`src/rtl/mono_conf_pkg.sv`:
```
// Shared state encoding and default timing for the MONOPIX configuration-chain writer.
package mono_conf_pkg;

   typedef enum logic [2:0] {
      ST_IDLE,
      ST_RSTP,
      ST_FETCH,
      ST_LOW,
      ST_HIGH,
      ST_LOADD,
      ST_LOADP,
      ST_DONE
   } conf_state_t;

   localparam int DEF_CLK_DIV   = 4;
   localparam int DEF_LD_CYCLES = 4;
   localparam int DEF_SIZE_W    = 16;
   localparam int CNT_W         = 16;

   // After the shift (or an empty shift) LdDAC goes before LdPix.
   function automatic conf_state_t loadEntry(input logic ldDac, input logic ldPix);
      if (ldDac)
         return ST_LOADD;
      else if (ldPix)
         return ST_LOADP;
      else
         return ST_DONE;
   endfunction

endpackage

```
`src/rtl/mono_conf_clkgen.sv`:
```
// Half-period / pulse-width counter; phase selects between two lengths within one state.
module mono_conf_clkgen
   import mono_conf_pkg::*;
(
   input  logic             clk_i,
   input  logic             rst_i,
   input  logic             restart_i,
   input  logic [CNT_W-1:0] len0_i,
   input  logic [CNT_W-1:0] len1_i,
   output logic             tick_o,
   output logic             phase_o
);

   logic [CNT_W-1:0] cnt_q, cnt_d, len;
   logic             phase_q, phase_d;

   assign len     = phase_q ? len1_i : len0_i;
   assign tick_o  = (cnt_q == len - 1'b1);
   assign phase_o = phase_q;

   // A state change in the parent always restarts at phase 0, count 0.
   always_comb begin
      cnt_d   = cnt_q + 1'b1;
      phase_d = phase_q;
      if (restart_i) begin
         cnt_d   = '0;
         phase_d = 1'b0;
      end else if (tick_o) begin
         cnt_d   = '0;
         phase_d = ~phase_q;
      end
   end

   always_ff @(posedge clk_i) begin
      if (rst_i) begin
         cnt_q   <= '0;
         phase_q <= 1'b0;
      end else begin
         cnt_q   <= cnt_d;
         phase_q <= phase_d;
      end
   end

endmodule

```
`src/rtl/mono_conf_driver.sv`:
```
// MONOPIX configuration writer: shifts command bits out on Clk_Conf/SR_In, captures SR_out
// readback, then issues LdDAC/LdPix (or a bare SR_RST pulse).
module mono_conf_driver
   import mono_conf_pkg::*;
#(
   parameter int CLK_DIV   = DEF_CLK_DIV,
   parameter int LD_CYCLES = DEF_LD_CYCLES,
   parameter int SIZE_W    = DEF_SIZE_W
) (
   input  logic              clk_i,
   input  logic              rst_i,
   input  logic              cmd_start_i,
   input  logic [SIZE_W-1:0] cmd_size_i,
   input  logic              cmd_ld_dac_i,
   input  logic              cmd_ld_pix_i,
   input  logic              cmd_sr_rst_i,
   input  logic [7:0]        din_i,
   input  logic              din_valid_i,
   output logic              din_ready_o,
   output logic [7:0]        dout_o,
   output logic              dout_valid_o,
   output logic              busy_o,
   output logic              done_o,
   output logic              Clk_Conf_o,
   output logic              SR_In_o,
   output logic              SR_EN_o,
   output logic              LdDAC_o,
   output logic              LdPix_o,
   output logic              SR_RST_o,
   input  logic              SR_out_i
);

   localparam logic [CNT_W-1:0] DIV_LEN = CNT_W'(CLK_DIV);
   localparam logic [CNT_W-1:0] LD_LEN  = CNT_W'(LD_CYCLES);

   conf_state_t       state_q, state_d;
   logic [SIZE_W-1:0] size_q, size_d, bit_cnt_q, bit_cnt_d, bit_nxt;
   logic              ld_dac_q, ld_dac_d, ld_pix_q, ld_pix_d;
   logic [7:0]        tx_q, tx_d, rx_q, rx_d, dout_q, dout_d;
   logic              dout_valid_q, dout_valid_d;
   logic              tick, phase;
   logic [CNT_W-1:0]  len0;

   assign len0    = (state_q == ST_RSTP) ? LD_LEN : DIV_LEN;
   assign bit_nxt = bit_cnt_q + 1'b1;

   mono_conf_clkgen u_clkgen (
      .clk_i     (clk_i),
      .rst_i     (rst_i),
      .restart_i (state_d != state_q),
      .len0_i    (len0),
      .len1_i    (LD_LEN),
      .tick_o    (tick),
      .phase_o   (phase)
   );

   // Bit position inside the current byte is bit_cnt[2:0], since bytes start on multiples of 8.
   always_comb begin
      state_d      = state_q;
      size_d       = size_q;
      bit_cnt_d    = bit_cnt_q;
      ld_dac_d     = ld_dac_q;
      ld_pix_d     = ld_pix_q;
      tx_d         = tx_q;
      rx_d         = rx_q;
      dout_d       = dout_q;
      dout_valid_d = 1'b0;
      case (state_q)
         ST_IDLE: begin
            if (cmd_start_i) begin
               size_d    = cmd_size_i;
               ld_dac_d  = cmd_ld_dac_i;
               ld_pix_d  = cmd_ld_pix_i;
               bit_cnt_d = '0;
               if (cmd_sr_rst_i)
                  state_d = ST_RSTP;
               else if (cmd_size_i != '0)
                  state_d = ST_FETCH;
               else
                  state_d = loadEntry(cmd_ld_dac_i, cmd_ld_pix_i);
            end
         end
         ST_RSTP: if (tick) state_d = ST_DONE;
         ST_FETCH: begin
            if (din_valid_i) begin
               tx_d    = din_i;
               state_d = ST_LOW;
            end
         end
         ST_LOW: begin
            if (tick) begin
               rx_d = {rx_q[6:0], SR_out_i};
               if (bit_cnt_q[2:0] == 3'd7) begin
                  dout_d       = {rx_q[6:0], SR_out_i};
                  dout_valid_d = 1'b1;
               end
               state_d = ST_HIGH;
            end
         end
         ST_HIGH: begin
            if (tick) begin
               bit_cnt_d = bit_nxt;
               tx_d      = {tx_q[6:0], 1'b0};
               if (bit_nxt == size_q) begin
                  // A partial last byte is still sitting right-aligned in rx_q.
                  if (size_q[2:0] != 3'd0) begin
                     dout_d       = rx_q << (4'd8 - {1'b0, size_q[2:0]});
                     dout_valid_d = 1'b1;
                  end
                  state_d = loadEntry(ld_dac_q, ld_pix_q);
               end else if (bit_cnt_q[2:0] == 3'd7) begin
                  state_d = ST_FETCH;
               end else begin
                  state_d = ST_LOW;
               end
            end
         end
         ST_LOADD: if (tick && phase) state_d = ld_pix_q ? ST_LOADP : ST_DONE;
         ST_LOADP: if (tick && phase) state_d = ST_DONE;
         ST_DONE:  state_d = ST_IDLE;
         default:  state_d = ST_IDLE;
      endcase
   end

   always_ff @(posedge clk_i) begin
      if (rst_i) begin
         state_q      <= ST_IDLE;
         size_q       <= '0;
         bit_cnt_q    <= '0;
         ld_dac_q     <= 1'b0;
         ld_pix_q     <= 1'b0;
         tx_q         <= '0;
         rx_q         <= '0;
         dout_q       <= '0;
         dout_valid_q <= 1'b0;
      end else begin
         state_q      <= state_d;
         size_q       <= size_d;
         bit_cnt_q    <= bit_cnt_d;
         ld_dac_q     <= ld_dac_d;
         ld_pix_q     <= ld_pix_d;
         tx_q         <= tx_d;
         rx_q         <= rx_d;
         dout_q       <= dout_d;
         dout_valid_q <= dout_valid_d;
      end
   end

   // SR_In is held through HIGH so it is stable across the chip's rising-edge sample.
   assign din_ready_o  = (state_q == ST_FETCH);
   assign dout_o       = dout_q;
   assign dout_valid_o = dout_valid_q;
   assign busy_o       = (state_q != ST_IDLE);
   assign done_o       = (state_q == ST_DONE);
   assign Clk_Conf_o   = (state_q == ST_HIGH);
   assign SR_In_o      = ((state_q == ST_LOW) || (state_q == ST_HIGH)) && tx_q[7];
   assign SR_EN_o      = (state_q == ST_FETCH) || (state_q == ST_LOW) || (state_q == ST_HIGH);
   assign LdDAC_o      = (state_q == ST_LOADD) && phase;
   assign LdPix_o      = (state_q == ST_LOADP) && phase;
   assign SR_RST_o     = (state_q == ST_RSTP);

endmodule

```
`config.mk`:
```
export PLATFORM = sky130hd
export DESIGN_NAME = mono_conf_driver
export DESIGN_NICKNAME = d
export VERILOG_FILES = /design/src/rtl/mono_conf_pkg.sv /design/src/rtl/mono_conf_clkgen.sv /design/src/rtl/mono_conf_driver.sv
export SDC_FILE = /design/constraint.sdc
export NUM_CORES = 1
export LEC_CHECK = 0
export ABC_AREA = 1
export BUFFER_PORTS_ARGS = -buffer_cell sky130_fd_sc_hd__buf_2
export CAP_MARGIN = 20
export CORE_MARGIN = 2
export CORE_UTILIZATION = 53
export CTS_BUF_LIST = sky130_fd_sc_hd__clkbuf_4
export DETAILED_ROUTE_END_ITERATION = 10
export PLACE_DENSITY = 0.73
export SYNTH_ARGS = -nofsm -noshare
export SYNTH_HDL_FRONTEND = slang
export SYNTH_SLANG_ARGS = --single-unit
export TNS_END_PERCENT = 20
```
`constraint.sdc`:
```
create_clock -name clk_i -period 6.88 [get_ports clk_i]
set_input_delay 0 -clock clk_i [delete_from_list [all_inputs] [get_ports clk_i]]
set_output_delay 0 -clock clk_i [all_outputs]
set_load 0.05 [all_outputs]
```
==> Word level (Yosys, flattened, before mapping) <==
Cells that the tools add are included.
{ "totals": {"inputBits": 32, "out_inout_bits": 18, "elab_cells": 89, "register_bits": 79} }
{ "op_classes": {"n_reduce_logical": 21, "n_eq_ne": 18, "n_shift": 1, "mux": 34, "add_sub_neg": 3, "bitwise_logic": 1} }
{ "ops": {"columns": ["cell", "n"], "rows": [
  ["2-to-1 mux 8 bit", 7],
  ["adder 16 x 1 -> 16 bit, second input constant", 2],
  ["2-to-1 mux 16 bit", 2],
  ["case mux 16 bit (2 select lines)", 1],
  ["case mux 8 bit (2 select lines)", 2],
  ["2-to-1 mux 3 bit", 10],
  ["case mux 3 bit (8 select lines)", 1],
  ["== test 16 bit", 1],
  ["== test 16 x 2 -> 1 bit, second input constant", 1],
  ["nonzero test 16 bit", 1],
  ["== test 3 bit, second input constant", 5],
  ["2-to-1 mux 1 bit", 8],
  ["inequality test 2 bit, second input constant", 4],
  ["left shift 8 x 4 -> 8 bit", 1],
  ["== test 3 x 2 -> 1 bit, second input constant", 2],
  ["inequality test 2 x 1 -> 1 bit, second input constant", 3],
  ["AND reduction 3 bit", 2],
  ["AND reduction 6 bit", 1],
  ["nonzero test 2 bit", 3],
  ["nonzero test 3 bit", 2],
  ["logical AND 1 bit", 4],
  ["2-to-1 mux 2 bit", 2],
  ["AND reduction 2 bit", 2],
  ["subtractor 4 x 3 -> 4 bit, first input constant", 1],
  ["8 further kinds", 10]
]} }

==> Depth between registers and ports, before layout <==
Gate-level depths: netlist (run 1).
{ "depth": {"depth_word": 8, "ltp_mapped": 21, "depth_no_buf": 20} }

==> Hierarchy <==
From an unflattened synthesis (run 1), not the netlist that was laid out.
{ "unflattened": {"hier_cells": 965, "area_unflattened_um2": 5844.4} }
{ "by_module_without_submodules": {"columns": ["module", "area_each_um2", "cells_per_inst", "n_inst"], "rows": [
  ["mono_conf_driver", 3696.0, 571, 1],
  ["mono_conf_clkgen", 2148.3, 394, 1]
]} }

==> Least setup slack after synthesis (run 1) <==
No wires, ideal clock.
{ "synth_timing": {"path_kind": "register -> register", "from": "reg state_q[0]", "to": "reg u_clkgen.cnt_q[7]", "period_less_slack_ps": 2970, "setup_ps": 62, "path_stages_with_launch": 14, "arrival_time_ps": 2908, "path_buffers": 1, "path_slack_ps": 3910, "t_required_ps": 6818, "path_cell_list": "dfxtp_1 inv_1 nor4_1 nor2_1 nor2_1 nor2_1 nand2_1 nand2_1 nand2_1 nand2_1 inv_2 nand3_4 buf_8 nor2_4"} }
{ "synth_between": {"elab_chain_len": 4, "elab_cells_between_ends": 18, "classes_between": "eq/ne (8); mux (8); reduce/logical (2)"} }
{ "synth_rtl": {"columns": ["item", "line_no", "rtl"], "rows": [
  ["start: declaration", "mono_conf_driver.sv:36", "conf_state_t state_q, state_d;"],
  ["start signal: assignment", "mono_conf_driver.sv:137", "state_q <= state_d;"],
  ["== test 3 bit, or another cell as far along", "mono_conf_driver.sv:68", "case (state_q)"],
  ["case mux 3 bit (8 select lines)", "mono_conf_driver.sv:68", null],
  ["inequality test 3 bit *", "mono_conf_driver.sv:50", ".restart_i (state_d != state_q),"],
  ["OR reduction 3 bit (no source line) *", null, null],
  ["end signal: assignment", "mono_conf_clkgen.sv:39", "cnt_q <= cnt_d;"],
  ["end: declaration", "mono_conf_clkgen.sv:14", "logic [CNT_W-1:0] cnt_q, cnt_d, len;"]
]} }
Mark *: on every way between the ends. The rest lies on a longest branch, timed or not.
A chain may end at the register's enable or synchronous reset.

==> Worst setup path in the final report (run 1) <==
{ "layout_timing": {"from": "reg bit_cnt_q[0]", "to": "reg dout_q[6] (netlist: dout_o[6])"} }
{ "layout_between": {"elab_chain_len": 4, "elab_cells_between_ends": 6, "classes_between": "add/sub (1); eq/ne (4); reduce/logical (1)"} }
{ "layout_rtl": {"columns": ["item", "line_no", "rtl"], "rows": [
  ["start: declaration", "mono_conf_driver.sv:37", "logic [SIZE_W-1:0] size_q, size_d, bit_cnt_q, bit_cnt_d, bit_nxt;"],
  ["start signal: assignment", "mono_conf_driver.sv:139", "bit_cnt_q <= bit_cnt_d;"],
  ["adder 16 x 1 -> 16 bit", "mono_conf_driver.sv:45", "assign bit_nxt = bit_cnt_q + 1'b1;"],
  ["== test 16 bit", "mono_conf_driver.sv:104", "if (bit_nxt == size_q) begin"],
  ["inequality test 2 x 1 -> 1 bit (no source line)", null, null],
  ["AND reduction 6 bit (no source line) *", null, null],
  ["end signal: assignment", "mono_conf_driver.sv:144", "dout_q <= dout_d;"],
  ["end: declaration", "mono_conf_driver.sv:39", "logic [7:0] tx_q, tx_d, rx_q, rx_d, dout_q, dout_d;"]
]} }
Marked as above.

==> reports/results.ini, run 1 <==
[yosys]
ys_seq_elements = 79
synth_area_sq_mm = 0.00454
synth.area.top_cells = dfxtp_1, nand2_1, inv_1, nor2_1, nand3_1
synth_top_area_share_pct = 34.8
ys_warn_count = 0
syn_area_per_cell_sq_um = 6.81
ys_types = 35
syn_nets = 704
ys_seq_area_share_pct = 34.8
synth_cells = 667
synth_top_area_cell = dfxtp_1

[detailed_routing]
via_count = 4696
avgViaCountPerCell = 5.54
first_pass_iters = 5
drt-initial-drc-count = 263
drcViolationCount = 0
routed_wl_mm = 12.3
antenna_left = 0
post_drt_wl_per_cell_um = 14.5

[pwr]
netSwitchingFraction_pct = 37.9
p_clk_share_pct = 23.8
internal-power_uw = 732
p_total_uw = 1180
ir_worst_vdd_uv = 167
p_comb_share_pct = 30.1
leakage_uw = 0.00211
seq_power_share_pct = 46.2
powerDensity_mw_per_mm2 = 223
switchingPower_uw = 447

[clock_tree]
post-cts-setup-buffers = 0
h-tree-depth = 3
clkTransAtPathRegs_ps = 130
cts.sink_count = 79
cts_buffers = 9
cts_tree = built
clock_latency_ps = 440
root_buffer = clkbuf_4
post_cts_resized = 0
clk_path_buf_depth = 2

[critical_path]
required_ps = 7170
end_kind = flip-flop
critical_path.max_fanout = 10
criticalPathCategory = flip-flop to flip-flop
cp-start-kind = flip-flop
cp.arrival_ps = 3110

[sta]
drv_slew = 0
setup_violations = 0
timing.final.crit_period_ps = 2820
rsz0062_at_grt = no
post-route-period-util_pct = 40.9
slew-limit-headroom_pct = 38.2
finClkSkew_ps = 20.0
finalHoldViolCount = 0
worst_pin_slew_ps = 926
final.setup.tns_ps = 0
max_freq_mhz = 355

[floorplanning]
core.rowCount = 33
start_util_pct = 55.0
die_area_sq_mm = 0.00933
die_h_um = 96.6
core_sq_mm = 0.00826
ioPinCount = 50
die-width_um = 96.6

[grt]
globalRouteOverflowTotal = 0
grt_pass1_wl_mm = 19.8
grt_antenna_before_repair = 0
grt.total_usage_pct = 27.4
grt_pass1_vias = 4252
grt_start_max_net_pins = 36

[finish]
fillCellCount = 784
regArea_sq_mm = 0.00158
drive_above_1_share_pct = 13.5
fin_cells = 848
fin_util_pct = 63.9
multi_input_area_sq_mm = 0.00254
antennaDiodeCount = 0
synthToLayoutAreaGrowth_pct = 16.2
finalNetCount = 775

[min_path]
hold_class = primary input to flip-flop

[status]
status = finished, final reports clean

[placement]
hpwlAfterDp_mm = 8.48
dp.cells = 802
numPortBuffers = 49
gp_congestion = 0.909

[flow_run]
cap_violations = 0

worst max-delay path: stages (launching register included):
cell and delay, ps:
dfxtp_1 460, ha_1 230, nand3_1 150, nor2_2 200, nand4_1 130, nand3_1 110, nand2_1 60, nor2_1 120
nand2_1 110, nor2_4 140, nand2_2 70, o21ai_2 390, nand3_2 230, nor2_1 180, nor3_1 60
worst paths after layout:
path,startpoint,endpoint,slack (ps),cells past startpoint
setup / recovery,bit_cnt_q[0],dout_o[6],4060,14
hold / removal,cmd_start_i,state_q[1],90,5
setup reg to reg,bit_cnt_q[0],dout_o[6],4060,14
hold reg to reg,u_clkgen.cnt_q[0],u_clkgen.cnt_q[0],470,1
placed cells by master, fill, tap and decap left out, types with 13 or more instances in the layout:
cell             n
a21oi_1         36
a31oi_1         19
buf_2           49
dfxtp_1         79
dlygate4sd3_1   30
inv_1           83
nand2_1        123
nand3_1         57
nand4_1         14
nor2_1          77
nor2_4          14
nor3_1          18
o21ai_0         47
xor2_1          13
cell type report:
cell class / count / share of cell area, %
Sequential cell: 79 / 30.0
Clock buffer: 11 / 1.56
Clock inverter: 5 / 0.924
Multi-Input combinational cell: 480 / 48.2
Tap cell: 105 / 2.49
Timing Repair Buffer: 82 / 10.8
Inverter: 86 / 6.12
synthesized netlist by cell type (all sizes together):
library cell	instances
a2111oi	1
a211oi	12
a21oi	36
a22oi	1
a31oi	19
a41oi	1
and2	1
buf	2
clkbuf	20
dfxtp	79
ha	5
inv	86
nand2	129
nand3	60
nand4	14
nor2	96
nor3	18
nor4	12
o2111a	1
o21ai	48
o221ai	3
o22ai	4
xnor2	4
xnor3	1
xor2	14
routing by layer:
metal	part of all wire, %	up-vias	global-route usage, %
li1	-	2375	-
met1	45	2141	36.3
met2	46	145	43.8
met3	5.2	35	5.28
met4	3.3	0	11.7
met5	0	-	0
power groups by stage:
stage | Sequential (uW) | Combinational (uW) | Clock, uW
2_1_floorplan | 538 | 277 | 0
3_3_place_gp | 552 | 333 | 0
3_5_place_dp | 553 | 337 | 0
4_1_cts | 543 | 352 | 282
5_1_grt | 551 | 396 | 305
6_report | 544 | 355 | 280
per-stage QoR:
| step | hold slack, ps | setup WS, ps | area (sq um) |
|---|---|---|---|
| after floorplan | 145 | 3910 | 4540 |
| after global placement | 277 | 4230 | 4850 |
| after detailed placement | 281 | 4120 | 4850 |
| after CTS | 67.8 | 4080 | 5280 |
| after global routing | 69.6 | 3750 | 5280 |
| final | 91.1 | 4060 | 5280 |
state kept, by name (all words and copies together) (netlist names), 3 cells and up:
name and cells:
rx_q 8, dout_o 8, u_clkgen.cnt_q 16, bit_cnt_q 16
size_q 16, state_q 3, tx_q 8
repair_timing:
action,in CTS,in global routing
endpoints found under the setup margin,0,0
endpoints found under the hold margin,28,0
hold buffers,30,0
cells by family (layout without fill, tap and decap cells):
logic type	after synthesis	in the layout	synth area share [%]
adders and majority gates	5	5	1.38
and+or+nand+nor	330	330	34.6
xor gates and xnor gates	19	19	4.13
AOI/OAI and AO/OA	126	126	15.9
DFF	79	79	34.8
buffers and inverters	108	184	9.20
Power figures use the tool's default switching activity.
==> inputs of run 2 (changes only) <==
--- a/config.mk
+++ b/config.mk
@@ -12,7 +12,7 @@
 export CORE_UTILIZATION = 53
 export CTS_BUF_LIST = sky130_fd_sc_hd__clkbuf_4
 export DETAILED_ROUTE_END_ITERATION = 10
-export PLACE_DENSITY = 0.73
+export PLACE_DENSITY = 0.76
 export SYNTH_ARGS = -nofsm -noshare
 export SYNTH_HDL_FRONTEND = slang
 export SYNTH_SLANG_ARGS = --single-unit
==> constraint.sdc (replaced) <==
create_clock -name clk_i -period 2.25 [get_ports clk_i]
set_input_delay 0 -clock clk_i [delete_from_list [all_inputs] [get_ports clk_i]]
set_output_delay 0 -clock clk_i [all_outputs]
set_load 0.05 [all_outputs]
==> reports/results.ini, run 2 (synthesis results as in run 1) <==
[finish]
mostFrequentLayoutCell = nand2_1
fillCellCount = 674  ; -14%
synthToLayoutAreaGrowth_pct = 28.8
final_cell_mix = nand2_1, inv_1, dfxtp_1
finalNetCount = 823  ; +6.2%
multi_input_area_sq_mm = 0.00270  ; +6.3%
antennaDiodeCount = 0  ; unchanged
drive_above_1_share_pct = 21.9  ; +8.4 points
regArea_sq_mm = 0.00159  ; +0.47%
reg.largest.list = bit_cnt_q (16), size_q (16), u_clkgen.cnt_q (16)

[sta]
worst_hold_slack_ps = 92.0  ; +0.887 ps
drv_slew = 0  ; unchanged
fin_ws_ps = -291  ; -4360 ps
max_freq_mhz = 393  ; +11%
final.setup.tns_ps = -6520  ; -6520 ps
rsz0062_at_grt = yes
worst_pin_slew_ps = 565  ; -361 ps
timing.final.crit_period_ps = 2540  ; -275 ps
slew-limit-headroom_pct = 61.4  ; +23 points
post-route-period-util_pct = 113  ; +72 points
finalHoldViolCount = 0  ; unchanged
finClkSkew_ps = 14.0  ; -6.01 ps
setup_violations = 27  ; +27

[status]
violations = negative setup slack
status = finished with violations

[floorplanning]
core_sq_mm = 0.00826  ; unchanged
start_util_pct = 55.0  ; unchanged
die_h_um = 96.6  ; unchanged
ioPinCount = 50  ; unchanged
die-width_um = 96.6  ; unchanged
core.rowCount = 33  ; unchanged
die_area_sq_mm = 0.00933  ; unchanged

[grt]
grt_antenna_before_repair = 0  ; unchanged
grt_pass1_wl_mm = 21.6  ; +9.2%
grt.total_usage_pct = 29.6  ; +2.2 points
grt_start_max_net_pins = 31  ; -14%
grt_pass1_vias = 4812  ; +13%
globalRouteOverflowTotal = 0  ; unchanged

[critical_path]
r2r_end = u_clkgen.cnt_q[1]
end_kind = flip-flop
criticalPathCategory = flip-flop to flip-flop
cp-start-kind = flip-flop
r2r_start = bit_cnt_q[0]
r2r_setup_slack_ps = -290  ; -4360 ps
ff2ff_path_depth = 18  ; +4
required_ps = 2630  ; -4540 ps
cp.arrival_ps = 2920  ; -190 ps
critical_path.max_fanout = 8  ; -2

[min_path]
hold_class = primary input to flip-flop
hold_end = ld_pix_q
holdPathStages = 4  ; -1
min-delay-start = cmd_start_i

[detailed_routing]
drt-initial-drc-count = 323  ; +23%
first_pass_iters = 5  ; unchanged
post_drt_wl_per_cell_um = 15.1  ; +4.3%
drcViolationCount = 0  ; unchanged
routed_wl_mm = 13.6  ; +10%
avgViaCountPerCell = 5.63  ; +1.7%
antenna_left = 0  ; unchanged
via_count = 5047  ; +7.5%

[clock_tree]
clk_path_buf_depth = 2  ; unchanged
cts.sink_count = 79  ; unchanged
cts_tree = built
h-tree-depth = 3  ; unchanged
clkTransAtPathRegs_ps = 140  ; about the same
clock_latency_ps = 440  ; about the same
root_buffer = clkbuf_4
cts_buffers = 9  ; unchanged

[pwr]
p_clk_share_pct = 22.5  ; -1.3 points
switchingPower_uw = 1520  ; +240%
leakage_uw = 0.00238  ; +12%
netSwitchingFraction_pct = 38.5  ; +0.65 points
p_total_uw = 3960  ; +240%
seq_power_share_pct = 41.8  ; -4.4 points
internal-power_uw = 2430  ; +230%
p_comb_share_pct = 35.7  ; +5.6 points
powerDensity_mw_per_mm2 = 676  ; +200%
ir_worst_vdd_uv = 384  ; +130%

[flow_run]
cap_violations = 0  ; unchanged

[placement]
hpwlAfterDp_mm = 9.20  ; +8.4%
numPortBuffers = 49  ; unchanged
gp_congestion = 0.974  ; +7.2%

run 2: changes by cell type in the layout (fill, tap and decap cells not counted), moves of 4 or more:
cell           previous run  this run
buf_4                     3        42
dfxtp_1                  79        75
dlygate4sd3_1            30        34
nand2_1                 123       119
nand2_2                   6        10
nand3_1                  57        53
nor2_1                   77        66
nor2_2                    4        13
run 2: final cells by class:
class	count	area share, %
multi-input cells	481	46.2
repair buffers	129	16.5
flip-flops and latches	79	27.2
clock inverters	5	1.00
clock buffers	11	1.41
well taps	105	2.25
inverters	86	5.52
run 2: metrics by stage:
stage                     util (%)  worst slack [ps]  instances  cell area (sq um)
after floorplan                  -              7.86        667               4610
after global placement        63.5              -129        844               5250
after detailed placement      63.5              -236        844               5250
after CTS                     70.0              -238        896               5780
after global routing          70.9              -423        896               5850
final                         70.9              -291        896               5850
run 2: power groups by stage:
| stage | sequential [uW] | clock (uW) | combinational [uW] |
|---|---|---|---|
| floorplan | 1650 | 0 | 870 |
| global placement | 1660 | 0 | 1220 |
| detailed placement | 1670 | 0 | 1260 |
| CTS | 1640 | 898 | 1350 |
| global route | 1670 | 953 | 1530 |
| finish | 1650 | 891 | 1410 |
run 2: worst max-delay path by stage:
| stage | startpoint | to | slack, ps | cells past startpoint |
|---|---|---|---|---|
| finish | bit_cnt_q[0] | u_clkgen.cnt_q[1] | -290 | 18 |
| global route | bit_cnt_q[0] | u_clkgen.cnt_q[1] | -420 | 18 |
| CTS | bit_cnt_q[1] | u_clkgen.cnt_q[1] | -240 | 18 |
| detailed placement | bit_cnt_q[2] | u_clkgen.cnt_q[4] | -240 | 19 |
| global placement | bit_cnt_q[1] | dout_o[6] | -130 | 17 |
| floorplan | bit_cnt_q[0] | u_clkgen.cnt_q[10] | 8 | 21 |
run 2: per-layer routing:
| layer | vias up | track usage, % | wire length, um |
|---|---|---|---|
| met2 | 190 | 51.7 | 6790 |
| met4 | 0 | 14.9 | 422 |
| met5 | - | 0 | 0 |
| met3 | 42 | 5.12 | 678 |
| li1 | 2466 | - | - |
| met1 | 2349 | 34.9 | 5660 |
run 2: worst max-delay path, stage by stage, from the launching register on:
cell     delay [ps]
dfxtp_2         390
ha_4            190
nand2_2         100
nor2_4          180
nand3_1         140
nand3_1         110
nand2_1          70
nor2_1          140
nand3_2         130
nor2_4          170
nand2_2          80
nand2_2          70
nand3_2          70
nand3_2          90
nand2_2          50
nand2_2          90
nand3_4         130
buf_12          190
nor2_1           80
run 2: repair_timing:
item	in CTS	in global routing
setup endpoints to repair	26	29
setup buffers	1	0
gates resized for setup	7	23
hold endpoints to repair	33	0
pin swaps	6	12
hold buffers	34	0
gates cloned	1	0
